**src/rtl/fp_pack.sv**
```systemverilog
// fp_pack: packs an unpacked float (sign, signed unbiased exponent, wide
// significand, class) into an IEEE-754 binary32 word plus RISC-V fflags.
// Flow: IDLE -> NORM -> [DENORM] -> ROUND -> DONE, one operation in flight.
// Build option FP_PACK_FAST_NORM_EN: NORM uses a leading-zero count and
// finishes in a single cycle; results are identical, only latency changes.
//
// Handshake: a transfer happens on any rising edge where valid && ready are
// both high. Input side: in_ready is high only in IDLE. Output side:
// out_valid stays high with out_f/out_flags stable until out_ready is seen.
module fp_pack #(
    parameter int NEXP   = 8,
    parameter int NSIG   = 23,
    parameter int NEXTRA = 4,
    parameter int SIGW   = NSIG + 1 + NEXTRA
) (
    input  logic                 clk,
    input  logic                 rst,
    input  logic                 in_valid,
    output logic                 in_ready,
    input  logic                 in_sign,
    input  logic [NEXP+1:0]      in_exp,
    input  logic [SIGW-1:0]      in_sig,
    input  logic [1:0]           in_cls,
    input  logic [1:0]           in_exc,
    input  logic [2:0]           in_rm,
    output logic                 out_valid,
    input  logic                 out_ready,
    output logic [NSIG+NEXP:0]   out_f,
    output logic [4:0]           out_flags,
    output logic [2:0]           dbg_state
);

    // Internal exponent is wide enough that normalization never wraps.
    localparam int EW     = NEXP + 4;
    localparam int LZW    = $clog2(SIGW);
    localparam int BIAS_I = 2 ** (NEXP - 1) - 1;

    localparam logic signed [EW-1:0] EMIN      = EW'(1 - BIAS_I);
    localparam logic signed [EW-1:0] EMIN_M1   = EW'(-BIAS_I);
    localparam logic signed [EW-1:0] EMAX      = EW'(BIAS_I);
    localparam logic signed [EW-1:0] ECOLLAPSE = EW'(1 - BIAS_I - SIGW);
    localparam logic signed [EW-1:0] EONE      = EW'(1);
    localparam logic [NEXP-1:0]      BIAS_N    = NEXP'(BIAS_I);

    localparam logic [NEXP+NSIG-1:0] INF_MAG  = {{NEXP{1'b1}}, {NSIG{1'b0}}};
    localparam logic [NEXP+NSIG-1:0] MAX_MAG  = {{(NEXP-1){1'b1}}, 1'b0, {NSIG{1'b1}}};
    localparam logic [NEXP+NSIG-1:0] ZERO_MAG = {(NEXP+NSIG){1'b0}};
    localparam logic [NEXP+NSIG:0]   QNAN     = {1'b0, {NEXP{1'b1}}, 1'b1, {(NSIG-1){1'b0}}};

    localparam logic [2:0] RM_RNE = 3'b000;
    localparam logic [2:0] RM_RTZ = 3'b001;
    localparam logic [2:0] RM_RDN = 3'b010;
    localparam logic [2:0] RM_RUP = 3'b011;
    localparam logic [2:0] RM_RMM = 3'b100;

    localparam logic [1:0] CLS_FINITE = 2'b00;
    localparam logic [1:0] CLS_INF    = 2'b10;
    localparam logic [1:0] CLS_NAN    = 2'b11;

    typedef enum logic [2:0] {
        S_IDLE   = 3'd0,
        S_NORM   = 3'd1,
        S_DENORM = 3'd2,
        S_ROUND  = 3'd3,
        S_DONE   = 3'd4
    } state_t;

    state_t                 state_q, state_d;
    logic                   sign_q, sign_d;
    logic signed [EW-1:0]   exp_q, exp_d;
    logic [SIGW-1:0]        sig_q, sig_d;
    logic [2:0]             rm_q, rm_d;
    logic [1:0]             exc_q, exc_d;
    logic                   tiny_q, tiny_d;
    logic [NSIG+NEXP:0]     f_q, f_d;
    logic [4:0]             flags_q, flags_d;

    // Round-up decision for one rounding step.
    function automatic logic round_inc(input logic [2:0] rm, input logic sign,
                                       input logic lsb, input logic g, input logic s);
        case (rm)
            RM_RTZ:  return 1'b0;
            RM_RDN:  return sign & (g | s);
            RM_RUP:  return ~sign & (g | s);
            RM_RMM:  return g;
            default: return g & (s | lsb);
        endcase
    endfunction

    logic [SIGW-1:0]      norm_sig;
    logic signed [EW-1:0] norm_exp;
    logic                 norm_done;
    logic                 norm_tiny;
    logic                 t_inc;

`ifdef FP_PACK_FAST_NORM_EN
    logic [LZW-1:0] lzc;

    // Priority encoder: the highest set bit wins, giving the leading-zero count.
    always_comb begin
        lzc = '0;
        for (int i = 0; i < SIGW; i++) begin
            if (sig_q[i]) lzc = LZW'(SIGW - 1 - i);
        end
    end

    assign norm_sig  = sig_q << lzc;
    assign norm_exp  = exp_q - EW'(lzc);
    assign norm_done = 1'b1;
`else
    assign norm_sig  = sig_q;
    assign norm_exp  = exp_q;
    assign norm_done = sig_q[SIGW-1];
`endif

    // Tininess after rounding: only exp==EMIN-1 can be rescued by a carry out.
    always_comb begin
        t_inc     = round_inc(rm_q, sign_q, norm_sig[NEXTRA], norm_sig[NEXTRA-1],
                              |norm_sig[NEXTRA-2:0]);
        norm_tiny = (norm_exp < EMIN) &&
                    !((norm_exp == EMIN_M1) && (&norm_sig[SIGW-1:NEXTRA]) && t_inc);
    end

    logic                 rnd_lsb, rnd_g, rnd_s, rnd_inc, rnd_carry;
    logic                 rnd_hidden, rnd_ovf, rnd_nx;
    logic [NSIG+1:0]      mant_sum;
    logic [NSIG:0]        mant_r;
    logic signed [EW-1:0] exp_r;
    logic [NEXP-1:0]      biased;
    logic [NEXP+NSIG-1:0] ovf_mag;

    // Rounding datapath: increment, renormalize on carry, bias, overflow pick.
    always_comb begin
        rnd_lsb    = sig_q[NEXTRA];
        rnd_g      = sig_q[NEXTRA-1];
        rnd_s      = |sig_q[NEXTRA-2:0];
        rnd_inc    = round_inc(rm_q, sign_q, rnd_lsb, rnd_g, rnd_s);
        mant_sum   = {1'b0, sig_q[SIGW-1:NEXTRA]} + {{(NSIG+1){1'b0}}, rnd_inc};
        rnd_carry  = mant_sum[NSIG+1];
        mant_r     = rnd_carry ? mant_sum[NSIG+1:1] : mant_sum[NSIG:0];
        exp_r      = exp_q + EW'(rnd_carry);
        rnd_hidden = mant_r[NSIG];
        rnd_ovf    = rnd_hidden && (exp_r > EMAX);
        rnd_nx     = rnd_g | rnd_s;
        biased     = rnd_hidden ? (exp_r[NEXP-1:0] + BIAS_N) : '0;
        case (rm_q)
            RM_RTZ:  ovf_mag = MAX_MAG;
            RM_RDN:  ovf_mag = sign_q ? INF_MAG : MAX_MAG;
            RM_RUP:  ovf_mag = sign_q ? MAX_MAG : INF_MAG;
            default: ovf_mag = INF_MAG;
        endcase
    end

    // Next-state and datapath update for the control FSM.
    always_comb begin
        state_d = state_q;
        sign_d  = sign_q;
        exp_d   = exp_q;
        sig_d   = sig_q;
        rm_d    = rm_q;
        exc_d   = exc_q;
        tiny_d  = tiny_q;
        f_d     = f_q;
        flags_d = flags_q;
        unique case (state_q)
            S_IDLE: begin
                if (in_valid) begin
                    sign_d = in_sign;
                    exp_d  = EW'($signed(in_exp));
                    sig_d  = in_sig;
                    rm_d   = (in_rm > RM_RMM) ? RM_RNE : in_rm;
                    exc_d  = in_exc;
                    tiny_d = 1'b0;
                    if ((in_cls != CLS_FINITE) || (in_sig == '0)) begin
                        state_d = S_DONE;
                        flags_d = {in_exc, 3'b000};
                        case (in_cls)
                            CLS_NAN: f_d = QNAN;
                            CLS_INF: f_d = {in_sign, INF_MAG};
                            default: f_d = {in_sign, ZERO_MAG};
                        endcase
                    end else begin
                        state_d = S_NORM;
                    end
                end
            end
            S_NORM: begin
                if (!norm_done) begin
                    sig_d = sig_q << 1;
                    exp_d = exp_q - EONE;
                end else begin
                    sig_d   = norm_sig;
                    exp_d   = norm_exp;
                    tiny_d  = norm_tiny;
                    state_d = (norm_exp < EMIN) ? S_DENORM : S_ROUND;
                end
            end
            S_DENORM: begin
                if (exp_q < ECOLLAPSE) begin
                    // Everything shifts out: only the sticky bit survives.
                    sig_d   = {{(SIGW-1){1'b0}}, 1'b1};
                    exp_d   = EMIN;
                    state_d = S_ROUND;
                end else begin
                    sig_d = {1'b0, sig_q[SIGW-1:2], sig_q[1] | sig_q[0]};
                    exp_d = exp_q + EONE;
                    if (exp_q + EONE == EMIN) state_d = S_ROUND;
                end
            end
            S_ROUND: begin
                f_d     = rnd_ovf ? {sign_q, ovf_mag}
                                  : {sign_q, biased, mant_r[NSIG-1:0]};
                flags_d = {exc_q, rnd_ovf, tiny_q & rnd_nx, rnd_nx | rnd_ovf};
                state_d = S_DONE;
            end
            S_DONE: begin
                if (out_ready) state_d = S_IDLE;
            end
            default: state_d = S_IDLE;
        endcase
    end

    // State and datapath registers; reset aborts any operation in flight.
    always_ff @(posedge clk) begin
        if (rst) begin
            state_q <= S_IDLE;
            sign_q  <= 1'b0;
            exp_q   <= '0;
            sig_q   <= '0;
            rm_q    <= RM_RNE;
            exc_q   <= 2'b00;
            tiny_q  <= 1'b0;
            f_q     <= '0;
            flags_q <= '0;
        end else begin
            state_q <= state_d;
            sign_q  <= sign_d;
            exp_q   <= exp_d;
            sig_q   <= sig_d;
            rm_q    <= rm_d;
            exc_q   <= exc_d;
            tiny_q  <= tiny_d;
            f_q     <= f_d;
            flags_q <= flags_d;
        end
    end

    assign in_ready  = (state_q == S_IDLE);
    assign out_valid = (state_q == S_DONE);
    assign out_f     = f_q;
    assign out_flags = flags_q;
    assign dbg_state = state_q;

endmodule
```
**config.mk**
```make
export PLATFORM = sky130hd
export DESIGN_NAME = fp_pack
export DESIGN_NICKNAME = d
export VERILOG_FILES = /design/src/rtl/fp_pack.sv
export SDC_FILE = /design/constraint.sdc
export NUM_CORES = 1
export LEC_CHECK = 0
export ABC_AREA = 1
export ABC_CLOCK_PERIOD_IN_PS = 5400
export BUFFER_PORTS_ARGS = -buffer_cell sky130_fd_sc_hd__buf_2
export CAP_MARGIN = 20
export CORE_MARGIN = 3
export CORE_UTILIZATION = 45
export CTS_CLUSTER_DIAMETER = 40
export CTS_CLUSTER_SIZE = 8
export DETAILED_ROUTE_END_ITERATION = 7
export PLACE_DENSITY = 0.65
export SLEW_MARGIN = 20
export SYNTH_ARGS = -nofsm -noshare
export SYNTH_HDL_FRONTEND = slang
export SYNTH_SLANG_ARGS = --single-unit
```
**constraint.sdc**
```tcl
create_clock -name clk -period 5.4 [get_ports clk]
set_input_delay 1.08 -clock clk [delete_from_list [all_inputs] [get_ports clk]]
set_output_delay 1.08 -clock clk [all_outputs]
set_load 0.02 [all_outputs]
```
==> results of run 1 <==
sequential cells by signal, summed over array words and instances (netlist names):
name / count
rm_q: 3
exc_q: 2
norm_sig: 28
out_f: 32
dbg_state: 3
tiny_q: 1
sign_q: 1
exp_q: 12
out_flags: 5
cells in the mapped netlist (all sizes together), types with 7 or more instances:
cell type  instances
nand2            303
xnor2              7
o2111ai           20
nor3              17
o211ai            10
xor2              23
buf               27
clkbuf            20
nor2              90
inv              137
dfxtp             87
a21oi             85
nand3             80
o21ai             51
ha                11
nand4             13
per-stage QoR:
stage / util, % / setup WS (ps) / std cells
5_1_grt: 52.5 / 149 / 1252
6_report: 52.5 / 693 / 1252
3_3_place_gp: 50.0 / 879 / 1236
3_5_place_dp: 50.0 / 705 / 1236
2_1_floorplan: - / 1760 / 1011
4_1_cts: 52.5 / 709 / 1252
final timing paths:
check | slack, ps | endpoint | depth (start not counted)
worst max-delay path | 690 | out_f[15] | 25
worst min-delay path | 450 | out_f[31] | 2
worst max register to register | 690 | out_f[15] | 25
worst min register to register | 450 | out_f[31] | 2
placed cells by master (no fill, tap or decap), drive strengths merged, types with 5 or more instances in the layout:
master and instances:
nand2 303, inv 139, buf 96, nor2 90, dfxtp 87, a21oi 85, nand3 80, o21ai 51
xor2 23, o2111ai 20, nor3 17, nand4 13, ha 11, o211ai 10, clkbuf 10, xnor2 7
nand3b 5, a31oi 5
final cells by class:
cell class,count,area [um2]
Inverter,138,518
Sequential cell,87,1740
Fill cell,1371,6360
Clock inverter,6,90.1
Multi-Input combinational cell,739,3730
Timing Repair Buffer,96,493
Tap cell,176,220
Clock buffer,10,239
where the power goes:
part / leakage [uW] / internal (uW) / switching, uW
logic: 0.00245 / 599 / 1310
clock network: 0.000159 / 421 / 277
registers: 0.000715 / 818 / 256
total: 0.00332 / 1840 / 1850
logic make-up (layout without fill, tap and decap cells):
kind of cell,count (synthesis),after routing,synth area share (%)
compound gates,183,183,17.1
xor+xnor,30,30,4.34
fa+ha+maj,11,11,2.21
buf+inv,185,250,12.3
flops,87,87,27.9
simple gates,515,515,36.2
worst min-delay path: stages (launching register included):
cell and delay (ps):
dfxtp_1 310, inv_1 50, a21oi_1 50
routing by layer:
layer	track usage, %	wire length (um)	vias up
li1	-	-	3392
met1	40.6	9730	2997
met2	34.1	7380	307
met3	3.45	1580	25
met4	6.99	331	0
met5	0	0	-
==> results.md, run 1 <==
* Maxcap violations at 0
* Kind of critical path: flip-flop to flip-flop
* Antenna viol nets, final at 0
* Yosys warns at 0
* Final WL at 19,000 um
* RSZ-0062 raised after global routing: false
* Clock Tree Buf Depth at 2
* FF+latch count, synth at 87
* Pin count of the biggest net entering global routing at 56
* Cell variety after synth at 47
* Top FF cell, synth: dfxtp_1
* Iter 0 DRT Violations at 781
* Critical R2R Launch: rm_q[1]
* Crit. End Element: flip-flop
* Worst VDD drop at 243 uV
* Sequential area share after synthesis at 27.9%
* CTS tree: yes
* Pwr/cell area at 524 nW/um2
* Die Ht at 124 um
* Worst-Skew Late Latency at 350 ps
* Largest cells by area after synthesis: dfxtp_1, nand2_1, inv_1
* DRT Pass-1 Iters at 6
* Worst EP arrival at 4910 ps
* Die area at 15,300 um2
* CP most frequent cell: nand2_1
* GRT Total Usage at 25.2%
* Tmin final at 4710 ps
* Hold slack final at 450 ps
* Grt total ovfl at 0
* Worst slew margin at 30.9%
* Final period util at 87.2%
* Final HPWL DP at 14,200 um
* Fmax achieved at 0.212 GHz
* N_diodes at 0
* Ratio of cells with drive above 1 in the final layout at 13.8%
* Setup Viol. Count Final at 0
* Clock Pin Slew Worst Setup and Hold Paths at 60 ps
* P&R area growth vs syn at 12.9%
* CP max FO at 22
* Worst Setup SP: rm_q[1]
* Min-delay src: out_f[31]
* CTS H-tree depth at 3
* Leakage Power at 0.00332 uW
* Initial antenna violation count at 0
* CP peak stage delay at 520 ps
* Slowest CP cell: nand4_2
* Setup_tns at 0 ps
* Fin. max-slew vios at 0
* Worst-Margin Slew at 1040 ps
* Post-route DRC at 0
* PostCTS Resize Cnt at 0
* CTS Sinks at 87
* CTS Buf Count at 9
* Asr flop ratio synth at 0%
* Via count at 6,721
* Yosys top cell area share at 27.9%
* First-pass GRT wire length at 30,500 um
* Routed length per instance at 15.2 um
* Dominant cell type by area after synthesis: dfxtp_1
* Mapped Area at 6230 um2
* Delay-heaviest family, CP: simple AND/OR/NAND/NOR gates
* Mean Syn Cell Area at 6.17 um2
* Initial Util at 46.5%
* IO Count at 92
* Status: completed
* FP Rows at 42
* CTS root buffer: clkbuf_16
* Die width at 124 um
* Post-CTS Setup Inserts at 0
* Post-synth EDFFs at 0
* Post-Layout Inst Area at 7040 um2
* Setup crit start kind: flip-flop
* Final Skew at 6.02 ps
* Final hold violation count at 0
* Vias/cell at 5.37
* GP Congestion at 0.964
* Vias in the first global route at 5,768
* Core Region at 13,400 um2
* CTS Hold Bufs at 0
* Syn Nets at 1,072
* Worst EP required at 5610 ps
* Tightest Hold Check Type: flip-flop to flip-flop
* Port Buffer Count at 91
* Mapped Cells at 1,011
* Buffers & Inverters on Critical Path at 3
* Design Power at 3690 uW
* Final nets at 1,132
* Area after DPL at 6710 um2
(Power assumes the default switching activity.)
==> inputs of run 2 (changes only) <==
- ABC_CLOCK_PERIOD_IN_PS: 5400 -> 5000
- clock period: 5.4 -> 5 ns (I/O delays scaled with it)
==> results.md, run 2 (synthesis results as in run 1) <==
* Commonest cells after routing, fill and taps aside: nand2_1, inv_1, buf_2 (unchanged)
* CTS H-tree depth at 3 (unchanged)
* Tightest Hold Check Type: flip-flop to flip-flop (unchanged)
* Kind of critical path: flip-flop to flip-flop (unchanged)
* Pwr/cell area at 560 nW/um2 (was 524 nW/um2)
* Fmax achieved at 0.231 GHz (was 0.212 GHz)
* Worst EP arrival at 4610 ps (was 4910 ps)
* Worst EP required at 5270 ps (was 5610 ps)
* Final period util at 86.7% (was 87.2%)
* CTS Sinks at 87 (unchanged)
* DRT Pass-1 Iters at 7 (was 6)
* Worst slew margin at 28.6% (was 30.9%)
* GRT Total Usage at 24.8% (was 25.2%)
* Setup_tns at 0 ps (unchanged)
* CP most frequent cell: nand2_1 (unchanged)
* Design Power at 3930 uW (was 3690 uW)
* Initial Util at 46.5% (unchanged)
* Worst-Margin Slew at 1070 ps (was 1040 ps)
* Final nets at 1,133 (was 1,132)
* Post-route DRC at 0 (unchanged)
* Antenna viol nets, final at 0 (unchanged)
* Leakage Power at 0.00331 uW (was 0.00332 uW)
* Routed length per instance at 15.1 um (was 15.2 um)
* CP peak stage delay at 340 ps (was 520 ps)
* FP Rows at 42 (unchanged)
* Status: completed (unchanged)
* Area after DPL at 6710 um2 (unchanged)
* Fin. max-slew vios at 0 (unchanged)
* Ratio of cells with drive above 1 in the final layout at 13.7% (was 13.8%)
* CTS tree: yes (unchanged)
* Grt total ovfl at 0 (unchanged)
* Setup Viol. Count Final at 0 (unchanged)
* Crit. End Element: flip-flop (unchanged)
* Setup crit start kind: flip-flop (unchanged)
* Final hold violation count at 0 (unchanged)
* Post-CTS Setup Inserts at 0 (unchanged)
* CTS Buf Count at 9 (unchanged)
* CTS Hold Bufs at 0 (unchanged)
* PostCTS Resize Cnt at 0 (unchanged)
* Initial antenna violation count at 0 (unchanged)
* Worst VDD drop at 410 uV (was 243 uV)
* Die area at 15,300 um2 (unchanged)
* CP max FO at 22 (unchanged)
* Cells after DPL at 1,236 (unchanged)
* RSZ-0062 raised after global routing: false (unchanged)
* Final WL at 18,900 um (was 19,000 um)
* Pre-CTS setup slack at 691 ps (was 705 ps)
* IO Count at 92 (unchanged)
* Buffers & Inverters on Critical Path at 4 (was 3)
* Die Ht at 124 um (unchanged)
* Core Region at 13,400 um2 (unchanged)
* Clock Pin Slew Worst Setup and Hold Paths at 70 ps (was 60 ps)
* Non-Filler Instances at 1,253 (was 1,252)
* Iter 0 DRT Violations at 567 (was 781)
* Slowest CP cell: dfxtp_1 (was nand4_2)
* Max reg flops at 32 (unchanged)
* Tmin final at 4330 ps (was 4710 ps)
* Pin count of the biggest net entering global routing at 56 (unchanged)
* CTS root buffer: clkbuf_16 (unchanged)
* Final worst slack at 665 ps (was 693 ps)
* GP Congestion at 0.939 (was 0.964)
* Worst-Skew Late Latency at 350 ps (about the same)
* Die width at 124 um (unchanged)
* Maxcap violations at 0 (unchanged)
* Final HPWL DP at 14,000 um (was 14,200 um)
* N_diodes at 0 (unchanged)
* Vias/cell at 5.39 (was 5.37)
* P&R area growth vs syn at 12.7% (was 12.9%)
* Delay-heaviest family, CP: simple AND/OR/NAND/NOR gates (unchanged)
* Via count at 6,754 (was 6,721)
* Final Skew at 7.02 ps (was 6.02 ps)
* Post-Layout Inst Area at 7030 um2 (was 7040 um2)
* First-pass GRT wire length at 29,900 um (was 30,500 um)
* Clock Tree Buf Depth at 2 (unchanged)
* Port Buffer Count at 91 (unchanged)
* Vias in the first global route at 5,808 (was 5,768)
* Commonest non-fill, non-tap cell in the layout: nand2_1 (unchanged)
* Fillers at 1,452 (was 1,371)
## run 2: worst reg2reg max path, stage by stage (launching register included)
cell and delay, ps:
dfxtp_1 340, inv_1 60, nor2_1 110, nand2_1 60, a21oi_1 170, o21ai_0 100
nor2_1 150, ha_1 190, ha_1 240, inv_1 80, nor2_2 230, nand2_1 150
inv_2 110, nand2_1 80, nor4_1 340, ha_1 260, ha_1 230, nand2_1 100
nor2_2 170, nand2_1 70, nand2_1 60, nand2_1 60, nor2_2 90, nand3_2 170
nand4_2 140, buf_4 250, nand3_1 110, a21oi_1 160
## run 2: where the power goes
group | total (uW) | switching, uW | internal, uW
Combinational | 2100 | 1430 | 670
Clock | 677 | 290 | 388
Sequential | 1160 | 274 | 884
Total | 3930 | 1990 | 1940
## run 2: per-stage QoR
step / util [%] / hold WS, ps
2_1_floorplan: - / 425
3_3_place_gp: 50.0 / 431
3_5_place_dp: 50.0 / 437
4_1_cts: 52.2 / 446
5_1_grt: 52.4 / 472
6_report: 52.4 / 445
## run 2: area by class of cell
type                    instances  area, um2  area share [%]
flip-flops and latches         87       1740            24.8
clock inverters                 5       58.8           0.837
well taps                     176        220            3.13
clock buffers                  11        233            3.31
inverters                     138        518            7.37
repair buffers                 97        520            7.41
multi-input cells             739       3730            53.1
## run 2: worst paths after layout
path | startpoint | endpoint | slack [ps] | cells after the start
worst min register to register | out_flags[4] | out_flags[4] | 440 | 2
worst max-delay path | rm_q[1] | out_f[16] | 670 | 27
worst min-delay path | out_flags[4] | out_flags[4] | 440 | 2
worst max register to register | rm_q[1] | out_f[16] | 670 | 27
## run 2: routing by layer
metal | routed length [um] | global-route usage (%) | part of all wire (%)
met1 | 9440 | 38.6 | 50
met2 | 7620 | 34.3 | 40
met3 | 1590 | 3.91 | 8.4
met4 | 277 | 8.24 | 1.5
met5 | 0 | 0 | 0
